==> src/rtl/pipe_pkg.sv <==
// Shared constants for the elastic inter-stage pipeline register.
// State encoding and default widths used by pipe_stage_reg and its counters.
package pipe_pkg;

    typedef logic [1:0] pipe_state_t;

    localparam pipe_state_t ST_EMPTY = 2'd0;
    localparam pipe_state_t ST_FULL  = 2'd1;
    localparam pipe_state_t ST_SKID  = 2'd2;

    localparam int DEF_DATA_W = 32;
    localparam int DEF_CTRL_W = 32;
    localparam int DEF_BYP_W  = 32;
    localparam int DEF_CNT_W  = 16;

endpackage

==> src/rtl/pipe_sat_counter.sv <==
// Saturating up-counter with synchronous active-low clear.
// Holds at all-ones once reached so long-running stalls never wrap.
module pipe_sat_counter
    import pipe_pkg::*;
#(
    parameter int CNT_W = DEF_CNT_W
) (
    input  logic             clock,
    input  logic             nreset,
    input  logic             inc,
    output logic [CNT_W-1:0] count
);

    logic [CNT_W-1:0] count_q;
    logic [CNT_W-1:0] count_d;

    always_comb begin
        count_d = count_q;
        if (inc && (count_q != {CNT_W{1'b1}}))
            count_d = count_q + 1'b1;
    end

    always_ff @(posedge clock) begin
        if (!nreset)
            count_q <= '0;
        else
            count_q <= count_d;
    end

    assign count = count_q;

endmodule

==> src/rtl/pipe_stage_reg.sv <==
// Elastic pipeline stage: main register plus one skid entry, registered in_ready,
// flush-to-bubble, and a combinational bypass. PIPE_STAGE_PERF_CNT_EN adds stall/bubble counters.
module pipe_stage_reg
    import pipe_pkg::*;
#(
    parameter int                DATA_W   = DEF_DATA_W,
    parameter int                CTRL_W   = DEF_CTRL_W,
    parameter logic [CTRL_W-1:0] CTRL_RST = {CTRL_W{1'b0}},
    parameter int                BYP_W    = DEF_BYP_W,
    parameter int                CNT_W    = DEF_CNT_W
) (
    input  logic              clock,
    input  logic              nreset,
    input  logic              flush,
    input  logic              in_valid,
    output logic              in_ready,
    input  logic [DATA_W-1:0] in_data,
    input  logic [CTRL_W-1:0] in_ctrl,
    output logic              out_valid,
    input  logic              out_ready,
    output logic [DATA_W-1:0] out_data,
    output logic [CTRL_W-1:0] out_ctrl,
    input  logic [BYP_W-1:0]  byp_in,
    output logic [BYP_W-1:0]  byp_out,
    output logic [CNT_W-1:0]  stall_cnt,
    output logic [CNT_W-1:0]  bubble_cnt
);

    pipe_state_t       state_q, state_d;
    logic              in_ready_q, in_ready_d;
    logic [DATA_W-1:0] main_data_q, main_data_d;
    logic [CTRL_W-1:0] main_ctrl_q, main_ctrl_d;
    logic [DATA_W-1:0] skid_data_q, skid_data_d;
    logic [CTRL_W-1:0] skid_ctrl_q, skid_ctrl_d;

    always_comb begin
        state_d     = state_q;
        main_data_d = main_data_q;
        main_ctrl_d = main_ctrl_q;
        skid_data_d = skid_data_q;
        skid_ctrl_d = skid_ctrl_q;

        if (flush) begin
            // Squash: same-cycle input is dropped, registers return to bubble.
            state_d     = ST_EMPTY;
            main_data_d = '0;
            main_ctrl_d = CTRL_RST;
            skid_data_d = '0;
            skid_ctrl_d = CTRL_RST;
        end else begin
            case (state_q)
                ST_EMPTY: begin
                    if (in_valid) begin
                        main_data_d = in_data;
                        main_ctrl_d = in_ctrl;
                        state_d     = ST_FULL;
                    end
                end
                ST_FULL: begin
                    if (out_ready && in_valid) begin
                        main_data_d = in_data;
                        main_ctrl_d = in_ctrl;
                    end else if (out_ready) begin
                        // Data is left in place; only control must read as a bubble.
                        main_ctrl_d = CTRL_RST;
                        state_d     = ST_EMPTY;
                    end else if (in_valid) begin
                        skid_data_d = in_data;
                        skid_ctrl_d = in_ctrl;
                        state_d     = ST_SKID;
                    end
                end
                ST_SKID: begin
                    if (out_ready) begin
                        main_data_d = skid_data_q;
                        main_ctrl_d = skid_ctrl_q;
                        state_d     = ST_FULL;
                    end
                end
                default: begin
                    state_d     = ST_EMPTY;
                    main_ctrl_d = CTRL_RST;
                end
            endcase
        end

        in_ready_d = (state_d != ST_SKID);
    end

    always_ff @(posedge clock) begin
        if (!nreset) begin
            state_q     <= ST_EMPTY;
            in_ready_q  <= 1'b1;
            main_data_q <= '0;
            main_ctrl_q <= CTRL_RST;
            skid_data_q <= '0;
            skid_ctrl_q <= CTRL_RST;
        end else begin
            state_q     <= state_d;
            in_ready_q  <= in_ready_d;
            main_data_q <= main_data_d;
            main_ctrl_q <= main_ctrl_d;
            skid_data_q <= skid_data_d;
            skid_ctrl_q <= skid_ctrl_d;
        end
    end

    assign in_ready  = in_ready_q;
    assign out_valid = (state_q == ST_FULL) || (state_q == ST_SKID);
    assign out_data  = main_data_q;
    assign out_ctrl  = main_ctrl_q;
    assign byp_out   = byp_in;

    always_ff @(posedge clock) begin
        if (nreset)
            assert (out_valid || (out_ctrl == CTRL_RST));
    end

`ifdef PIPE_STAGE_PERF_CNT_EN
    pipe_sat_counter #(.CNT_W(CNT_W)) u_stall_cnt (
        .clock  (clock),
        .nreset (nreset),
        .inc    (out_valid && !out_ready),
        .count  (stall_cnt)
    );

    pipe_sat_counter #(.CNT_W(CNT_W)) u_bubble_cnt (
        .clock  (clock),
        .nreset (nreset),
        .inc    (!out_valid),
        .count  (bubble_cnt)
    );
`else
    assign stall_cnt  = '0;
    assign bubble_cnt = '0;
`endif

endmodule

==> config.mk <==
export PLATFORM = sky130hd
export DESIGN_NAME = pipe_stage_reg
export DESIGN_NICKNAME = d
export VERILOG_FILES = /design/src/rtl/pipe_pkg.sv /design/src/rtl/pipe_sat_counter.sv /design/src/rtl/pipe_stage_reg.sv
export SDC_FILE = /design/constraint.sdc
export NUM_CORES = 1
export LEC_CHECK = 0
export BUFFER_PORTS_ARGS = -buffer_cell sky130_fd_sc_hd__buf_2
export CAP_MARGIN = 20
export CORE_AREA = 2 2 159 122
export DETAILED_ROUTE_END_ITERATION = 10
export DIE_AREA = 0 0 161 124
export GPL_ROUTABILITY_DRIVEN = 0
export GPL_TIMING_DRIVEN = 0
export SYNTH_ARGS = -nofsm -noshare
export SYNTH_HDL_FRONTEND = slang
export SYNTH_SLANG_ARGS = --single-unit
export TNS_END_PERCENT = 5
==> constraint.sdc <==
create_clock -name clock -period 1.9 [get_ports clock]
set_clock_uncertainty 0.1 [all_clocks]
set_input_delay 0.19 -clock clock [delete_from_list [all_inputs] [get_ports clock]]
set_output_delay 0.19 -clock clock [all_outputs]
set_load 0.05 [all_outputs]
---- Word level (Yosys, flattened, before mapping) ----
Index checks and enable logic that the tools add are counted.
storage, ports and cells
  register bits after elaboration ......... 131
cells by class
  bitwise gates (word level) .............. 3
  reductions and logical operators ........ 8
  eq/ne operators ......................... 7
  multiplexer cells ....................... 16
operator list
  operator            number
  $mux 32             7
  $pmux 32 s3         2
  $mux 2              6
  $ne 2x2->1 const B  4
  $reduce_and 4->1    2
  $pmux 2 s3          1
  $ne 3x3->1 const B  1
  $not 1->1           3
  $reduce_and 3->1    1
  $reduce_bool 3->1   1
  $eq 2x1->1 const B  1
  $eq 2x2->1 const B  1
  $logic_not 2->1     1
  $reduce_or 2->1     1
  $logic_and 1x1->1   1
  $logic_or 1x1->1    1

---- Depth between registers and ports, before layout ----
Gate-level depths: netlist of run 1.
  depth after elaboration ................. 6
  mapped depth ............................ 9

---- Least setup slack after synthesis of run 1 ----
Ideal clock, no wire load.
  path type ............................... register to register
  from .................................... register state_q[0]
  to ...................................... register main_ctrl_q[20], in the netlist out_ctrl[20]
  data arrival time ....................... 1,665 ps
  required time ........................... 1,713 ps
  cell stages (with the launch flop) ...... 10
  path buffers ............................ 4
  path slack .............................. 47 ps
  clock period less this slack ............ 1,853 ps
  cell sequence ........................... dfxtp_1 -> inv_1 -> ha_1 -> buf_6 -> nor2b_4 -> buf_6 -> or2_1 -> buf_6 -> buf_6 -> o31ai_1
between the ends
  word-level cells in the longest chain between the ends .. 3
ends and longest elaborated chain
  what                                                line                   RTL
  from (decl)                                         pipe_stage_reg.sv:29   pipe_state_t state_q, state_d;
  from (signal assigned)                              pipe_stage_reg.sv:99   state_q <= state_d;
  $eq 2x1->1, or another cell as far along            pipe_stage_reg.sv:51   case (state_q)
  $ne 3x3->1 (no line) or $ne 2x2->1 (tied branches)  --
  $reduce_and 3->1 (no line)                          --
  to (signal assigned)                                pipe_stage_reg.sv:102  main_ctrl_q <= main_ctrl_d;
  to (decl)                                           pipe_stage_reg.sv:32   logic [CTRL_W-1:0] main_ctrl_q, main_ctrl_d;
Several ways; a longest one is shown, not always the timed one.
A chain may end at the register's enable or synchronous reset.

---- Worst setup path in the final report of run 1 ----
  from .................................... register state_q[0]
  to ...................................... register main_data_q[27], in the netlist out_data[27]
between the ends
  word-level cells in the longest chain between the ends .. 3
ends and longest elaborated chain
  what                                                       line                   RTL
  $eq 2x1->1, or another cell as far along                   pipe_stage_reg.sv:51
  $ne 2x2->1 (no line) or $reduce_bool 3->1 (tied branches)  --
  $reduce_and 4->1 (no line)                                 --
  to (signal assigned)                                       pipe_stage_reg.sv:101  main_data_q <= main_data_d;
  to (decl)                                                  pipe_stage_reg.sv:31   logic [DATA_W-1:0] main_data_q, main_data_d;
Several ways; a longest one is shown, not always the timed one.

==> flow_metrics.tcl, run 1 <==
set metrics [dict create \
    yosys_register_bits 131 \
    vias 6506 \
    area_growth_pct 50.8 \
    min_period_over_period_pct 98.8 \
    ys_top_cells_by_area "dfxtp_1 (41%), buf_4 (7.8%), nand2_1 (7.7%)" \
    fmax_mhz 533 \
    die_y_um 124 \
    clock-sinks 131 \
    post_dp_cell_area_mm2 0.00760 \
    grt_setup_unrepaired "yes" \
    slowest_stage "dfxtp_4" \
    routed_wl_um 20900 \
    design_power_total_mw 7.82 \
    grt.total_usage_pct 20.0 \
    drc 0 \
    grt_pass1_vias 5838 \
    dieWidth_um 161 \
    startpoint "state_q[0]$_SDFF_PN0_" \
    dp_hpwl_um 14300 \
    grt_overflow 0 \
    powerDensity_mw_per_mm2 816 \
    placementRows 43 \
    worst_hold_path_type "input port to flip-flop" \
    avgSynthCellArea_um2 8.42 \
    synth_top_area_share_pct 41.3 \
    critical_path_required_ns 2.08 \
    cts.path.max_buffers 2 \
    path_cells "inv_4 > ha_4 > buf_6 > o21ba_2 > clkbuf_2 > nor4_1 > nor3_1" \
    critPathCapture "out_data[27]$_SDFFE_PP0P_" \
    fillers 1737 \
    rrSetupSlack_ns 0.02 \
    drive_gt1_share_pct 40.0 \
    path_class "flip-flop to flip-flop" \
    slowest_delay_ns 0.40 \
    wl_per_cell_um 16.1 \
    final_common_cell "buf_2" \
    ant_nets 0 \
    setup.worst_path.start_class "flip-flop" \
    worstPathMaxFanout 10 \
    cts_tree "done" \
    finalNetCount 1144 \
    design_area_mm2 0.00958 \
    ios 231 \
    grt_pass1_wl_um 31200 \
    vias_per_cell 5.01 \
    drv_cap 0 \
    ys_seq_area_share_pct 41.3 \
    min_period_ns 1.88 \
    r2r_start "state_q[0]$_SDFF_PN0_" \
    tightest_slew_ns 0.635 \
    finalMaxSlewViolations 0 \
    final_cell_mix "buf_2 (176), nand2_1 (129), dfxtp_1 (129)" \
    synth_edf_count 0 \
    leakage_nw 3.89 \
    drtIter0Drc 431 \
    cp.arrival_ns 2.06 \
    grt_start_max_net_pins 17 \
    setup_viol 0 \
    async_flop_share_pct 0 \
    hold_violations 0 \
    worstReg2RegEnd "out_data[27]$_SDFFE_PP0P_" \
    cts-root-buf "clkbuf_16" \
    io_buffers 165 \
    firstDrtPassIters 7 \
    die-area_mm2 0.0200 \
    cts_made_buffers 17 \
    h-tree-depth 4 \
    yosysWarningCount 0 \
    synth_flop_cell "dfxtp_1" \
    yosysTopAreaCell "dfxtp_1" \
    antenna_found_initial 1 \
    syn_area_mm2 0.00635 \
    clock_latency_ns 0.42 \
    synth_cell_types 38 \
    core_area_mm2 0.0183 \
    ir_drop_v 0.000467 \
    syn_inst 755 \
    ff2ff_path_depth 7 \
    slew-limit-headroom_pct 57.7 \
    initial_utilization_pct 34.7 \
    crit_path_end_kind "flip-flop" \
    outcome "finished clean" \
    cts.reportedPaths.clkPinSlew_ns 0.06 \
]
[per-layer routing]
layer | vias to the layer above | track usage (%) | share of wire (%) | routed length [um]
li1 | 3205 | - | - | -
met1 | 3069 | 29.1 | 50 | 10400
met2 | 218 | 29.8 | 43 | 9090
met3 | 14 | 4.16 | 5.9 | 1240
met4 | 0 | 6.03 | 1.1 | 224
met5 | - | 0 | 0 | 0
[registers in the layout, summed over array words and instances (netlist names)]
signal,count
in_ready,1
out_ctrl,32
out_data,32
skid_ctrl_q,32
skid_data_q,32
state_q,2
[power by group]
| part | total (mW) | leakage (nW) | switching, mW | internal (mW) |
|---|---|---|---|---|
| registers | 2.86 | 1.06 | 0.0408 | 2.82 |
| clock network | 3.38 | 0.284 | 1.29 | 2.09 |
| logic | 1.58 | 2.55 | 1.00 | 0.578 |
[stage by stage]
stage / hold slack, ns / utilization (%) / instances / setup WS [ns] / setup TNS (ns)
floorplan: 0.226 / - / 786 / 0.0473 / 0
global placement: 0.338 / 41.6 / 1198 / -0.369 / -24.20
detailed placement: 0.345 / 41.6 / 1198 / -0.394 / -28.49
CTS: 0.00321 / 49.4 / 1293 / -0.0798 / -0.653
global route: 0.0242 / 52.4 / 1299 / -0.0483 / -0.279
finish: 0.0297 / 52.4 / 1299 / 0.0232 / 0
[worst min-delay path by stage]
stage / start / to / slack [ns] / cells after the start
global route: in_valid / state_q[1]$_SDFF_PN0_ / 0.02 / 3
CTS: in_valid / state_q[1]$_SDFF_PN0_ / 0.003 / 3
finish: in_valid / state_q[1]$_SDFF_PN0_ / 0.03 / 3
floorplan: in_data[0] / skid_data_q[0]$_SDFFE_PP0P_ / 0.23 / 2
global placement: skid_data_q[12]$_SDFFE_PP0P_ / skid_data_q[12]$_SDFFE_PP0P_ / 0.34 / 2
detailed placement: skid_data_q[0]$_SDFFE_PP0P_ / skid_data_q[0]$_SDFFE_PP0P_ / 0.35 / 2
[cell families after synthesis]
logic type	synth area share (%)
adders and majority gates	0.788
muxes	5.67
and+or+nand+nor	14.8
AOI/OAI and AO/OA	23.9
DFF	41.3
other	0.0590
buffers and inverters	13.5
[final cells by class]
| type | instances | area (um^2) | share of cell area, % |
|---|---|---|---|
| diodes | 1 | 2.50 | 0.0261 |
| plain buffers | 143 | 1030 | 10.7 |
| clock buffers | 18 | 439 | 4.58 |
| clock inverters | 13 | 161 | 1.68 |
| inverters | 3 | 20.0 | 0.209 |
| multi-input cells | 508 | 3440 | 35.9 |
| flip-flops and latches | 131 | 2630 | 27.4 |
| well taps | 247 | 309 | 3.22 |
| repair buffers | 235 | 1550 | 16.1 |
[repair_timing]
item | in CTS | in global routing
gates resized for setup | 67 | 140
pin swaps | 14 | 11
setup buffers | 0 | 3
hold endpoints to repair | 64 | 0
endpoints found under the setup margin | 127 | 118
gates cloned | 0 | 3
hold buffers | 64 | 0
[worst max-delay path: cells and delay by family (launching register included)]
family          cells  cell delay [ns]
simple gates        2             0.43
flops               1             0.40
buf+inv             3             0.40
compound gates      1             0.25
fa+ha+maj           1             0.16
[cells in the mapped netlist (all sizes together), types with 2 or more instances]
cell type and n:
nor2 3, o211ai 32, a21oi 96, nor2b 2
inv 2, o21bai 2, buf 96, o21ai 2
dfxtp 131, o31ai 32, mux2 32, a22o 32
clkbuf 48, nand2 130, a31oi 32, o21ba 2
nor3 32, ha 4, nor4 32
No activity file was read; power rests on OpenSTA's default activity.
==> run 2: changes to the inputs <==
--- a/config.mk
+++ b/config.mk
@@ -7,11 +7,12 @@
 export LEC_CHECK = 0
 export BUFFER_PORTS_ARGS = -buffer_cell sky130_fd_sc_hd__buf_2
 export CAP_MARGIN = 20
-export CORE_AREA = 2 2 159 122
+export CORE_AREA = 2 2 141 108
 export DETAILED_ROUTE_END_ITERATION = 10
-export DIE_AREA = 0 0 161 124
+export DIE_AREA = 0 0 143 110
 export GPL_ROUTABILITY_DRIVEN = 0
 export GPL_TIMING_DRIVEN = 0
+export PLACE_DENSITY = 0.76
 export SYNTH_ARGS = -nofsm -noshare
 export SYNTH_HDL_FRONTEND = slang
 export SYNTH_SLANG_ARGS = --single-unit
==> run 2 against run 1 <==
The run now ends with setup timing left; register-to-register slack worse by 0.06 ns; routed wire length is 3.4% lower; final cell count is 3.8% lower; final area is 2.4% lower; critical path depth is 2 higher; die area is 21% lower; clock power hardly changed; non-clock buffer count is 2 lower.
==> flow_metrics.tcl, run 2 (synthesis gave the netlist of run 1 again) <==
set metrics [dict create \
    outcome "finished with violations" \
    violations "setup timing" \
    stdcell_count 1250 \
    gr-usage-met3_pct 3.89 \
    hold_violations 0 \
    drive_gt1_share_pct 38.1 \
    h-tree-depth 4 \
    dieWidth_um 143 \
    vias 6692 \
    fmax_mhz 517 \
    grt_use_met1_pct 35.1 \
    worstPathMaxFanout 10 \
    slew-limit-headroom_pct 50.5 \
    crit_path_end_kind "flip-flop" \
    grtUsageMet2_pct 37.7 \
    routed_wl_um 20200 \
    tightest_slew_ns 0.742 \
    core_area_mm2 0.0143 \
    critical_path_required_ns 2.12 \
    final_cell_mix "buf_2 (174), nand2_1 (129), dfxtp_1 (129)" \
    grt_pass1_vias 5825 \
    vias_per_cell 5.35 \
    cts-root-buf "clkbuf_16" \
    design_power_total_mw 7.78 \
    initial_utilization_pct 44.4 \
    ios 231 \
    post_dp_cell_area_mm2 0.00755 \
    cp.arrival_ns 2.15 \
    grt_start_max_net_pins 17 \
    layout_setup_ws_ns -0.0341 \
    clock_latency_ns 0.41 \
    min_period_over_period_pct 102 \
    placementRows 38 \
    leakage_nw 3.85 \
    cpLargestDelayFamily "buffers and inverters" \
    grt.total_usage_pct 24.2 \
    area_growth_pct 47.2 \
    setup_viol 2 \
    design_area_mm2 0.00936 \
    fillers 1193 \
    diodes 0 \
    grt_setup_unrepaired "yes" \
    cpMostUsedCell "buf_6" \
    path_class "flip-flop to flip-flop" \
    firstDrtPassIters 8 \
    path_cells "inv_4 > ha_4 > buf_6 > nor2b_4 > buf_6 > or2_1 > buf_6 > buf_6 > o31ai_1" \
    final_common_cell "buf_2" \
    drv_cap 0 \
    cts_tree "done" \
    utilization_pct 65.4 \
    drc 0 \
    finalMaxSlewViolations 0 \
    dp_hpwl_um 13300 \
    clock-sinks 131 \
    cts_made_buffers 17 \
    setup.worst_path.start_class "flip-flop" \
    grt_overflow 0 \
    finalNetCount 1142 \
    io_buffers 165 \
    ant_nets 0 \
    grt_pass1_wl_um 30000 \
    path_buf_inv 5 \
    die_y_um 110 \
    wl_per_cell_um 16.2 \
    cts.reportedPaths.clkPinSlew_ns 0.06 \
    min_period_ns 1.93 \
    powerDensity_mw_per_mm2 832 \
    drtIter0Drc 464 \
    grt-busiest-layer "met2" \
    antenna_found_initial 0 \
    ir_drop_v 0.000655 \
    worst_hold_path_type "input port to flip-flop" \
    slowest_delay_ns 0.38 \
    slowest_stage "dfxtp_4" \
    cts.path.max_buffers 2 \
    die-area_mm2 0.0157 \
    placed_cells 1151 \
]
-- run 2: cell types whose count changed in the layout (fill, tap and decap cells not counted), moves of 4 or more --
cell      change
a21oi_1       +7
a21oi_2       -7
clkbuf_1      +7
clkbuf_2      -4
clkbuf_4      +4
-- run 2: where the power goes --
group / internal, mW / switching (mW)
combinational: 0.555 / 0.987
sequential: 2.82 / 0.0403
clock: 2.16 / 1.22
total: 5.54 / 2.25
-- run 2: worst min-delay path, delay by kind of cell --
family / cells / cell delay, ns
simple gates: 1 / 0.09
compound gates: 1 / 0.07
buf+inv: 1 / 0.15
-- run 2: final cells by class --
cell class | count | area (um^2) | area share (%)
tap | 200 | 250 | 2.67
timing repair buffer | 233 | 1510 | 16.2
inverter | 3 | 13.8 | 0.147
clock buffer | 23 | 478 | 5.11
multi-input combinational | 508 | 3330 | 35.6
buffer | 143 | 1010 | 10.8
clock inverter | 9 | 128 | 1.36
sequential | 131 | 2630 | 28.1
-- run 2: layer usage --
layer / share of wire (%) / wire length, um
met1: 46 / 9340
met2: 46 / 9330
met3: 6.6 / 1330
met4: 1.1 / 226
met5: 0 / 0
-- run 2: path summary, 6_finish.rpt --
path | startpoint | to | slack [ns] | cells past startpoint
worst max-delay path | state_q[0]$_SDFF_PN0_ | out_ctrl[9]$_SDFFE_PP0P_ | -0.03 | 9
worst min-delay path | in_valid | state_q[1]$_SDFF_PN0_ | 0.04 | 3
worst max register to register | state_q[0]$_SDFF_PN0_ | out_ctrl[9]$_SDFFE_PP0P_ | -0.03 | 9
worst min register to register | skid_data_q[24]$_SDFFE_PP0P_ | skid_data_q[24]$_SDFFE_PP0P_ | 0.35 | 2
-- run 2: metrics by stage --
| stage | hold slack (ns) | TNS (ns) | worst slack, ns |
|---|---|---|---|
| finish | 0.0413 | -0.0415 | -0.0341 |
| global route | 0.0528 | -1.06 | -0.0829 |
| CTS | 0.0192 | -0.319 | -0.0462 |
| detailed placement | 0.346 | -21.50 | -0.319 |
| global placement | 0.338 | -16.33 | -0.275 |
| floorplan | 0.226 | 0 | 0.0473 |
-- run 2: repair_timing --
item	in CTS	in global routing
hold endpoints to repair	64	0
hold buffers	64	0
buffers inserted	0	2
endpoints found under the setup margin	127	122
resized for setup	58	110
cloned	0	2
pin swaps	1	19
==> run 3: changes to the inputs <==
--- a/config.mk
+++ b/config.mk
@@ -5,7 +5,7 @@
 export SDC_FILE = /design/constraint.sdc
 export NUM_CORES = 1
 export LEC_CHECK = 0
-export BUFFER_PORTS_ARGS = -buffer_cell sky130_fd_sc_hd__buf_2
+export BUFFER_PORTS_ARGS = -buffer_cell sky130_fd_sc_hd__buf_4
 export CAP_MARGIN = 20
 export CORE_AREA = 2 2 141 108
 export DETAILED_ROUTE_END_ITERATION = 10
==> run 3 against run 2 <==
The flow still finishes with violations (setup timing); final area rose by 6.8%; count of clock-buffer cells in the layout fell by 5; die area did not move; sequential cell count did not move; routed wire length rose by 3.9%; final cell count rose by 0.16%; critical path depth fell by 1; largest power group unchanged; sequential power barely moved; sequential share of layout area fell by 1.8 points; non-clock buffer count rose by 3; critical endpoint is now out_ctrl[1]$_SDFFE_PP0P_; maximum frequency fell by 1.7%; first-iteration DRC count rose by 5.6%.
==> flow_metrics.tcl, run 3 (synthesis gave the netlist of run 1 again) <==
set metrics [dict create \
    worstPathMaxFanout 8 \
    cts_tree "done" \
    critical_path_required_ns 2.10 \
    rrSetupSlack_ns -0.07 \
    fillers 1119 \
    finalNetCount 1145 \
    initial_utilization_pct 44.4 \
    layout_setup_ws_ns -0.0682 \
    dp_hpwl_um 13600 \
    area_growth_pct 57.3 \
    stdcell_count 1252 \
    power.net_switching_mw 2.34 \
    cts.path.max_buffers 2 \
    dr.max_layer_used "met4" \
    io_buffers 165 \
    clock_latency_ns 0.41 \
    firstDrtPassIters 8 \
    p_int_mw 5.99 \
    antenna_found_initial 0 \
    final_cell_mix "buf_4 (241), nand2_1 (129), dfxtp_1 (129)" \
    diodes 0 \
    switching_share_pct 28.1 \
    grt.total_usage_pct 24.6 \
    outcome "finished with violations" \
    wl_met3_um 1160 \
    fin_setup_tns_ns -0.0682 \
    cts_made_buffers 17 \
    vias 6685 \
    grt_pass1_wl_um 30400 \
    final_common_cell "buf_4" \
    grt_start_max_net_pins 17 \
    fmax_mhz 508 \
    vias_per_cell 5.34 \
    drv_cap 0 \
    placed_cells 1151 \
    routed_wl_um 21000 \
    routed-wl-met2_um 9780 \
    min_period_over_period_pct 104 \
    cts.reportedPaths.clkPinSlew_ns 0.05 \
    p_clk_share_pct 45.3 \
    powerDensity_mw_per_mm2 833 \
    h-tree-depth 4 \
    drc 0 \
    ant_nets 0 \
    violations "setup timing" \
    core_area_mm2 0.0143 \
    finalMaxSlewViolations 0 \
    clock-sinks 131 \
    utilization_pct 69.8 \
    wl_per_cell_um 16.8 \
    dieWidth_um 143 \
    min_period_ns 1.97 \
    cp.arrival_ns 2.17 \
    grt_overflow 0 \
    path_class "flip-flop to flip-flop" \
    tightest_slew_ns 0.630 \
    crit_path_end_kind "flip-flop" \
    hold_violations 0 \
    die-area_mm2 0.0157 \
    setup_viol 1 \
    die_y_um 110 \
    pwr-share-comb_pct 20.4 \
    grt_pass1_vias 5929 \
    grt_setup_unrepaired "yes" \
    slew-limit-headroom_pct 58.0 \
    ios 231 \
    placementRows 38 \
    setup.worst_path.start_class "flip-flop" \
    ir_drop_v 0.000594 \
    wl_met1_um 9760 \
    drive_gt1_share_pct 39.5 \
    drtIter0Drc 490 \
    leakage_nw 4.03 \
    seq_power_share_pct 34.4 \
    cts-root-buf "clkbuf_16" \
    worst_hold_path_type "input port to flip-flop" \
]
==> run 3: changes by cell type in the layout (fill, tap and decap cells not counted), moves of 3 or more <==
cell	previous run	this run
buf_4	74	241
buf_2	174	10
nor4_2	14	20
buf_6	9	4
clkbuf_1	22	17
o31ai_1	14	9
o31ai_4	11	16
nor4_1	16	12
bufinv_16	3	6
clkbuf_2	17	20
==> run 3: worst paths after layout <==
path                                                   start                           end  cells past startpoint
worst min register to register  skid_data_q[24]$_SDFFE_PP0P_  skid_data_q[24]$_SDFFE_PP0P_                      2
worst min-delay path                                in_valid         state_q[1]$_SDFF_PN0_                      3
worst max register to register         state_q[1]$_SDFF_PN0_      out_ctrl[1]$_SDFFE_PP0P_                      8
worst max-delay path                   state_q[1]$_SDFF_PN0_      out_ctrl[1]$_SDFFE_PP0P_                      8
==> run 3: power by group through the flow <==
stage | Clock (mW) | Combinational [mW] | Sequential (mW)
global route | 3.92 | 1.79 | 2.87
detailed placement | 0 | 1.40 | 2.92
global placement | 0 | 1.39 | 2.92
finish | 3.77 | 1.70 | 2.86
floorplan | 0 | 0.779 | 3.13
CTS | 3.77 | 1.54 | 2.86
==> run 3: final cells by class <==
class	count	area [um^2]	share of cell area, %
buffer	142	1010	10.1
clock buffer	18	439	4.39
clock inverter	13	231	2.32
inverter	3	20.0	0.200
multi-input combinational	508	3430	34.3
sequential	131	2630	26.3
tap	200	250	2.50
timing repair buffer	237	1990	19.9
==> run 3: per-stage QoR <==
step | worst slack [ns] | power [mW] | area (um^2) | hold slack [ns]
6_report | -0.0682 | 8.33 | 9990 | 0.0412
2_1_floorplan | 0.0473 | 3.91 | 6470 | 0.226
4_1_cts | -0.0801 | 8.18 | 9440 | 0.0259
3_5_place_dp | -0.310 | 4.32 | 7960 | 0.345
5_1_grt | -0.113 | 8.57 | 9990 | 0.0549
3_3_place_gp | -0.288 | 4.31 | 7960 | 0.338
==> run 3: layer usage <==
| layer | global-route usage [%] | up-vias |
|---|---|---|
| met1 | 35.5 | 3206 |
| met3 | 4.10 | 25 |
| met4 | 7.28 | 0 |
| li1 | - | 3214 |
| met2 | 37.7 | 240 |
| met5 | 0 | - |
==> run 3: what timing repair did <==
item,in CTS,in global routing
hold endpoints to repair,64,0
cloned,0,4
gates resized for setup,62,119
pin swaps,0,15
hold buffers,64,0
setup endpoints to repair,127,121
buffers inserted,0,4
==> run 3: critical path, cell delays in order, from the launching register on <==
cell and delay [ns]:
dfxtp_4 0.37, inv_4 0.05, ha_4 0.16, buf_6 0.12, o21ba_4 0.20, or2_1 0.23
buf_8 0.17, clkbuf_16 0.17, o31ai_1 0.29
